==> src/rtl/trace_cache_core.sv <==
// trace_cache_core
//   Tag/state core of a trace-driven L1 data-cache model. Each clock it may
//   accept one (cmd, read_address) pair. The core splits the address and
//   updates a 4-way set-associative directory that holds valid, dirty, tag
//   and true-LRU age per way. It also maintains the read/write/hit/miss
//   statistics. No data is stored.
//
// Ports
//   clk, rst_n            rising-edge clock, asynchronous active-low reset
//   cmd_valid, cmd        command strobe and 4-bit code
//                         (0 read, 1 write, 3 invalidate, 8 clear, 9 print)
//   read_address          trace address
//   tag/index/byte_select combinational split of read_address
//   rsp_valid             one-cycle pulse after each accepted command
//   rsp_hit               previous read/write hit
//   rsp_writeback         previous fill evicted a dirty line
//   victim_address        line address of that evicted dirty line
//   cache_read/write/hit/miss  wrapping statistics counters
module trace_cache_core #(
  parameter int ADDR_W      = 32,
  parameter int OFFSET_BITS = 6,
  parameter int INDEX_BITS  = 4,
  parameter int WAYS        = 4,
  parameter int CNT_W       = 32,
  localparam int TAG_BITS   = ADDR_W - INDEX_BITS - OFFSET_BITS
) (
  input  logic                   clk,
  input  logic                   rst_n,
  input  logic                   cmd_valid,
  input  logic [3:0]             cmd,
  input  logic [ADDR_W-1:0]      read_address,
  output logic [TAG_BITS-1:0]    tag,
  output logic [INDEX_BITS-1:0]  index,
  output logic [OFFSET_BITS-1:0] byte_select,
  output logic                   rsp_valid,
  output logic                   rsp_hit,
  output logic                   rsp_writeback,
  output logic [ADDR_W-1:0]      victim_address,
  output logic [CNT_W-1:0]       cache_read,
  output logic [CNT_W-1:0]       cache_write,
  output logic [CNT_W-1:0]       cache_hit,
  output logic [CNT_W-1:0]       cache_miss
);

  localparam int SETS  = 1 << INDEX_BITS;
  localparam int WAY_W = $clog2(WAYS);

  typedef enum logic [3:0] {
    CMD_READ  = 4'd0,
    CMD_WRITE = 4'd1,
    CMD_INVAL = 4'd3,
    CMD_CLEAR = 4'd8,
    CMD_PRINT = 4'd9
  } cmd_e;

  logic                valid_q [SETS][WAYS];
  logic                dirty_q [SETS][WAYS];
  logic [TAG_BITS-1:0] tag_q   [SETS][WAYS];
  logic [WAY_W-1:0]    age_q   [SETS][WAYS];

  logic             hit;
  logic [WAY_W-1:0] hit_way;
  logic             have_invalid;
  logic [WAY_W-1:0] invalid_way;
  logic [WAY_W-1:0] lru_way;
  logic [WAY_W-1:0] victim_way;
  logic [WAY_W-1:0] access_way;
  logic [WAY_W-1:0] old_age;

  assign tag         = read_address[ADDR_W-1 -: TAG_BITS];
  assign index       = read_address[OFFSET_BITS +: INDEX_BITS];
  assign byte_select = read_address[OFFSET_BITS-1:0];

  // Directory lookup for the addressed set. The invalid-way scan runs from
  // the top down so the lowest-numbered invalid way wins. Ages are unique in
  // a set, so exactly one way carries the oldest age.
  always_comb begin
    hit          = 1'b0;
    hit_way      = '0;
    have_invalid = 1'b0;
    invalid_way  = '0;
    lru_way      = '0;
    for (int w = WAYS - 1; w >= 0; w--) begin
      if (valid_q[index][w] && (tag_q[index][w] == tag)) begin
        hit     = 1'b1;
        hit_way = WAY_W'(w);
      end
      if (!valid_q[index][w]) begin
        have_invalid = 1'b1;
        invalid_way  = WAY_W'(w);
      end
      if (age_q[index][w] == WAY_W'(WAYS - 1)) begin
        lru_way = WAY_W'(w);
      end
    end
    victim_way = have_invalid ? invalid_way : lru_way;
    access_way = hit ? hit_way : victim_way;
    old_age    = age_q[index][access_way];
  end

  // State update. Clear (cmd 8) rebuilds the same directory and counter
  // state as reset but leaves the last victim_address in place.
  always_ff @(posedge clk or negedge rst_n) begin
    if (!rst_n) begin
      for (int s = 0; s < SETS; s++) begin
        for (int w = 0; w < WAYS; w++) begin
          valid_q[s][w] <= 1'b0;
          dirty_q[s][w] <= 1'b0;
          tag_q[s][w]   <= '0;
          age_q[s][w]   <= WAY_W'(w);
        end
      end
      cache_read     <= '0;
      cache_write    <= '0;
      cache_hit      <= '0;
      cache_miss     <= '0;
      rsp_valid      <= 1'b0;
      rsp_hit        <= 1'b0;
      rsp_writeback  <= 1'b0;
      victim_address <= '0;
    end else begin
      rsp_valid     <= cmd_valid;
      rsp_hit       <= 1'b0;
      rsp_writeback <= 1'b0;
      if (cmd_valid) begin
        case (cmd)
          CMD_READ, CMD_WRITE: begin
            if (cmd == CMD_READ) cache_read  <= cache_read + CNT_W'(1);
            else                 cache_write <= cache_write + CNT_W'(1);
            rsp_hit <= hit;
            for (int w = 0; w < WAYS; w++) begin
              if (age_q[index][w] < old_age) age_q[index][w] <= age_q[index][w] + WAY_W'(1);
            end
            age_q[index][access_way] <= '0;
            if (hit) begin
              cache_hit <= cache_hit + CNT_W'(1);
            end else begin
              cache_miss <= cache_miss + CNT_W'(1);
              if (valid_q[index][victim_way] && dirty_q[index][victim_way]) begin
                rsp_writeback  <= 1'b1;
                victim_address <= {tag_q[index][victim_way], index, {OFFSET_BITS{1'b0}}};
              end
              valid_q[index][access_way] <= 1'b1;
              tag_q[index][access_way]   <= tag;
              dirty_q[index][access_way] <= 1'b0;
            end
            if (cmd == CMD_WRITE) dirty_q[index][access_way] <= 1'b1;
          end
          CMD_INVAL: begin
            if (hit) begin
              valid_q[index][hit_way] <= 1'b0;
              dirty_q[index][hit_way] <= 1'b0;
            end
          end
          CMD_CLEAR: begin
            for (int s = 0; s < SETS; s++) begin
              for (int w = 0; w < WAYS; w++) begin
                valid_q[s][w] <= 1'b0;
                dirty_q[s][w] <= 1'b0;
                tag_q[s][w]   <= '0;
                age_q[s][w]   <= WAY_W'(w);
              end
            end
            cache_read  <= '0;
            cache_write <= '0;
            cache_hit   <= '0;
            cache_miss  <= '0;
          end
          default: ;
        endcase
      end
    end
  end

endmodule

==> config.mk <==
export PLATFORM = sky130hd
export DESIGN_NAME = trace_cache_core
export DESIGN_NICKNAME = d
export VERILOG_FILES = /design/src/rtl/trace_cache_core.sv
export SDC_FILE = /design/constraint.sdc
export NUM_CORES = 2
export LEC_CHECK = 0
export ABC_AREA = 0
export CORE_MARGIN = 2
export CORE_UTILIZATION = 25
export CTS_BUF_LIST = sky130_fd_sc_hd__clkbuf_4 sky130_fd_sc_hd__clkbuf_8
export CTS_CLUSTER_DIAMETER = 30
export DETAILED_ROUTE_END_ITERATION = 10
export PLACE_DENSITY_LB_ADDON = 0.08
export RECOVER_POWER = 25
export SLEW_MARGIN = 20
export SYNTH_ARGS = -nofsm -noshare
export SYNTH_HDL_FRONTEND = slang
export SYNTH_SLANG_ARGS = --single-unit
==> constraint.sdc <==
create_clock -name clk -period 4.9 [get_ports clk]
set_input_delay 0.735 -clock clk [delete_from_list [all_inputs] [get_ports clk]]
set_output_delay 0.735 -clock clk [all_outputs]
set_load 0.005 [all_outputs]
==> results <==
- The final clock period utilization by the worst path is 103.1%.
- Based on the critical path, the design can be clocked at up to 198.0 MHz.
- The count of pins over their slew limit is 236.
- Measured along the x axis, the die boundary spans 596.8 microns.
- The wire length reported by the detailed router is 437500 microns.
- The critical register-to-register path endpoint is age_q[3]$_DFFE_PN1P_.
- Setup repair after global routing could not meet its margin everywhere.
- The checks that failed: max-capacitance violations, max-slew violations, negative setup slack.
- The total global routing overflow is 0.
- The biggest area contributor in the post-synthesis netlist is dfrtp_1.
- The number of global-route vias before repair is 75790.
- Setup violations remaining at the end of the flow were counted as 356.
- The DRC violation total after the first TritonRoute iteration is 6283.
- The number of cell rows is 217.
- Summed over all cells, the static leakage comes to 52.56 nW.
- The utilization of the core after routing is 34.29%.
- Using the TritonRoute via totals, the vias-per-cell ratio works out to 5.302.
- The number of flops mapped to enable cells by yosys is 0.
- Synthesis instantiated 103 different standard cells from the library.
- The cell area after synthesis is 87840 sq um.
- The startpoint of the worst setup timing path is tag_q[1057]$_DFFE_PN0P_.
- The half-perimeter wire length after placement is 294600 microns.
- The design draws 46.70 mW.
- TritonCTS built the clock tree.
- For this run, the leading register cell type out of synthesis is dfrtp_1.
- The leading cell type by number of instances after synthesis is dfrtp_1.
- The clock-pin slew of the registers on the worst-case setup and hold paths is 0.05 ns.
- The worst register-to-register path has a depth of 19.
- The worst hold path terminates at tag_q[43]$_DFFE_PN0P_.
- The hold violation count in the final report is 0.
- The final hold slack is 0.2470 ns.
- Clock latency on the worst-skew pair, taken at its later pin, is 1.19 ns.
- The worst pin sits at a relative slew slack of -124.4%.
- The total via count after detailed routing is 74390.
- The number of antenna violations at the first check in global routing is 18.
- The congestion estimate from routability-driven global placement came to 0.8905.
- After synthesis, the share of flip-flops with an asynchronous set or reset is 100.0%.
- The largest net degree at the start of global routing is 157.
- In this run, synthesis produced a sequential element count of 1821.
- The startpoint of the worst-slack reg-to-reg timing path is tag_q[1057]$_DFFE_PN0P_.
- From synthesis to final layout, the design area changed by 36.42%.
- Counting instances, the worst hold path has a depth of 4.
- At the pin with the least slew margin, the transition time is 3.366 ns.
- The data required time at the worst endpoint is 5.96 ns.
- Buffers placed on the I/O ports in this run total 215.
- The setup path with the least slack is of type reg2reg.
- The startpoint identified for the worst hold timing path is read_address[31].
- The startpoint kind of the worst setup timing path is a flop.
- The post-layout net count is 9024.
- STA puts the critical path data arrival time at 6.12 ns.
- The average cell area after synthesis is 11.22 sq um.
- In the final routed layout, each cell accounts on average for 31.18 microns.
- In this run the count of I/O pins placed on the die edge is 234.
- The synthesized netlist cell count is 7827.
- The flop-to-flop setup slack is -0.15 ns.
- The buffer type at the clock tree root is clkbuf_8.
- The number of routed nets with antenna violations is 0.
- Along the worst path, the maximum fanout reaches 16.
- In the post-route analysis, the smallest setup slack over all paths is -0.1517 ns.
- The die boundary height is 596.8 microns.
- After synthesis, the most frequently instantiated cells are dfrtp_1, o21ai_0, nand2_1.
- In the final layout, the share of cells above drive strength 1 is 32.77%.
- The post-detailed-route DRC marker count is 0.
- The number of clock buffers inserted by TritonCTS is 549.
- The worst-case clock skew is 0.09619 ns.
- The count of H-tree levels built during CTS is 6.
- The shortest period the worst path allows is 5.052 ns.
- The run finished, with violations left.
- For this run, the detailed router's first-pass iteration total came to 8.
- The placeable core region is 349400 sq um.
- The worst slack at placement is -1.612 ns.
- The first-pass GRT wire length is 608000 microns.
- Sequential cells were found to cover 51.97% of the synthesized design area.
- The worst min-delay path class is in2reg.
- Dividing total power by cell area gives a power density of 389.7 nW/um^2.
- By area the synthesized netlist is led by dfrtp_1, mux4_2, a22o_1, o21ai_0, nand2_1.
- The clock sink count is 1821.
- STA classifies the critical path endpoint as a flop.
- The number of synthesis warnings is 0.
- Summed over its instances, the top area cell type makes up 50.05% of the synthesized netlist area.
- The total routing usage reported by global routing is 23.75%.
- Max-cap violations in this run came to 3.
- No sink is reached through more buffers than the 4 on the longest clock path.
- The worst vdd rail ir drop is 0.0002629 V.
- The overall die area is 356100 sq um.
- The starting density of the core is 25.14%.
-- layout make-up --
type                       count  area (sq um)
multi-input combinational   5122         40220
inverter                      69         269.0
clock inverter               219          2825
sequential                  1821         45650
clock buffer                 775          9997
timing repair buffer        1414         15090
tap                         4599          5754
fill                       34730        229600
antenna                       12         30.03
-- flip-flops by register name, summed over array words and instances (netlist names) --
register and cells:
age_q 128, cache_hit 32, cache_miss 32, cache_read 32, cache_write 32, dirty_q 64
rsp_hit 1, rsp_valid 1, rsp_writeback 1, tag_q 1408, valid_q 64, victim_address 26
-- power by group --
| part | internal [mW] | switching (mW) |
|---|---|---|
| Clock | 16.1 | 9.06 |
| Sequential | 15.9 | 0.452 |
| Combinational | 2.19 | 3.03 |
-- critical path, stage by stage (launching register included) --
cell	delay, ns
dfrtp_1	0.38
mux4_2	0.47
mux2i_2	0.20
buf_4	0.17
xnor2_2	0.07
a2111oi_4	0.34
buf_4	0.21
or4b_4	0.51
a2111oi_4	0.39
nand4b_4	0.25
buf_6	0.23
nand3_4	0.11
nand2_4	0.07
o211a_4	0.27
buf_6	0.14
o32ai_4	0.30
nand2_2	0.12
or3_4	0.39
buf_12	0.16
o211ai_1	0.18
-- cells by family after synthesis --
group,synth area share [%]
AND/OR/NAND/NOR,8.617
XOR/XNOR,1.994
adder cells (fa/ha/maj),0.1253
buffers and inverters,4.464
other,0.004269
AO/OA/AOI/OAI,18.48
multiplexers,14.34
flip-flops,51.97
-- per-layer routing --
layer / vias to the layer above / routed length (microns) / GRT usage (%)
li1: 31600 / - / -
met1: 39420 / 192700 / 32.45
met2: 2676 / 202800 / 37.72
met3: 693 / 23920 / 3.681
met4: 2 / 18080 / 9.161
met5: - / 12 / 0
-- layout by cell type, fill, tap and decap left out, drive strengths merged, types with 17 or more instances in the layout --
cell type / instances
a211oi: 30
a21oi: 266
a221o: 24
a221oi: 27
a22o: 714
a22oi: 62
a31oi: 17
and3: 47
buf: 1168
bufinv: 54
clkbuf: 810
clkdlybuf4s50: 207
clkinv: 120
clkinvlp: 23
dfrtp: 1757
dfstp: 64
inv: 91
mux2: 45
mux2i: 261
mux4: 421
nand2: 740
nand2b: 20
nand3: 403
nand4: 34
nor2: 320
nor2b: 17
nor3: 47
o211ai: 34
o21ai: 1096
o22ai: 66
o31ai: 40
or3: 29
xnor2: 110
xor2: 90
-- stage by stage --
stage,cells,area [sq um],TNS (ns)
detailed placement,12950,104900,-1946.70
CTS,13960,118400,-4.684
global route,14030,119800,-93.83
global placement,12950,104800,-1937.47
finish,14030,119800,-17.54
floorplan,7832,88460,-193.89
-- worst max path at each step --
stage / end / slack, ns / depth (start not counted)
after floorplan: age_q[105]$_DFFE_PN1P_ / -0.34 / 25
after global placement: age_q[40]$_DFFE_PN1P_ / -1.58 / 21
after detailed placement: age_q[73]$_DFFE_PN1P_ / -1.61 / 21
after CTS: age_q[39]$_DFFE_PN0P_ / -0.11 / 19
after global routing: age_q[11]$_DFFE_PN1P_ / -0.27 / 21
final: age_q[3]$_DFFE_PN1P_ / -0.15 / 19
-- repair_timing --
| action | 4_1_cts | 5_1_grt |
|---|---|---|
| endpoints found under the setup margin | 1723 | 656 |
| cloned | 4 | 19 |
| hold buffers | 1 | 0 |
| buffers inserted | 17 | 35 |
| pin swaps | 35 | 72 |
| endpoints found under the hold margin | 76 | 0 |
| resized for setup | 110 | 210 |
Power figures use the tool's default switching activity.
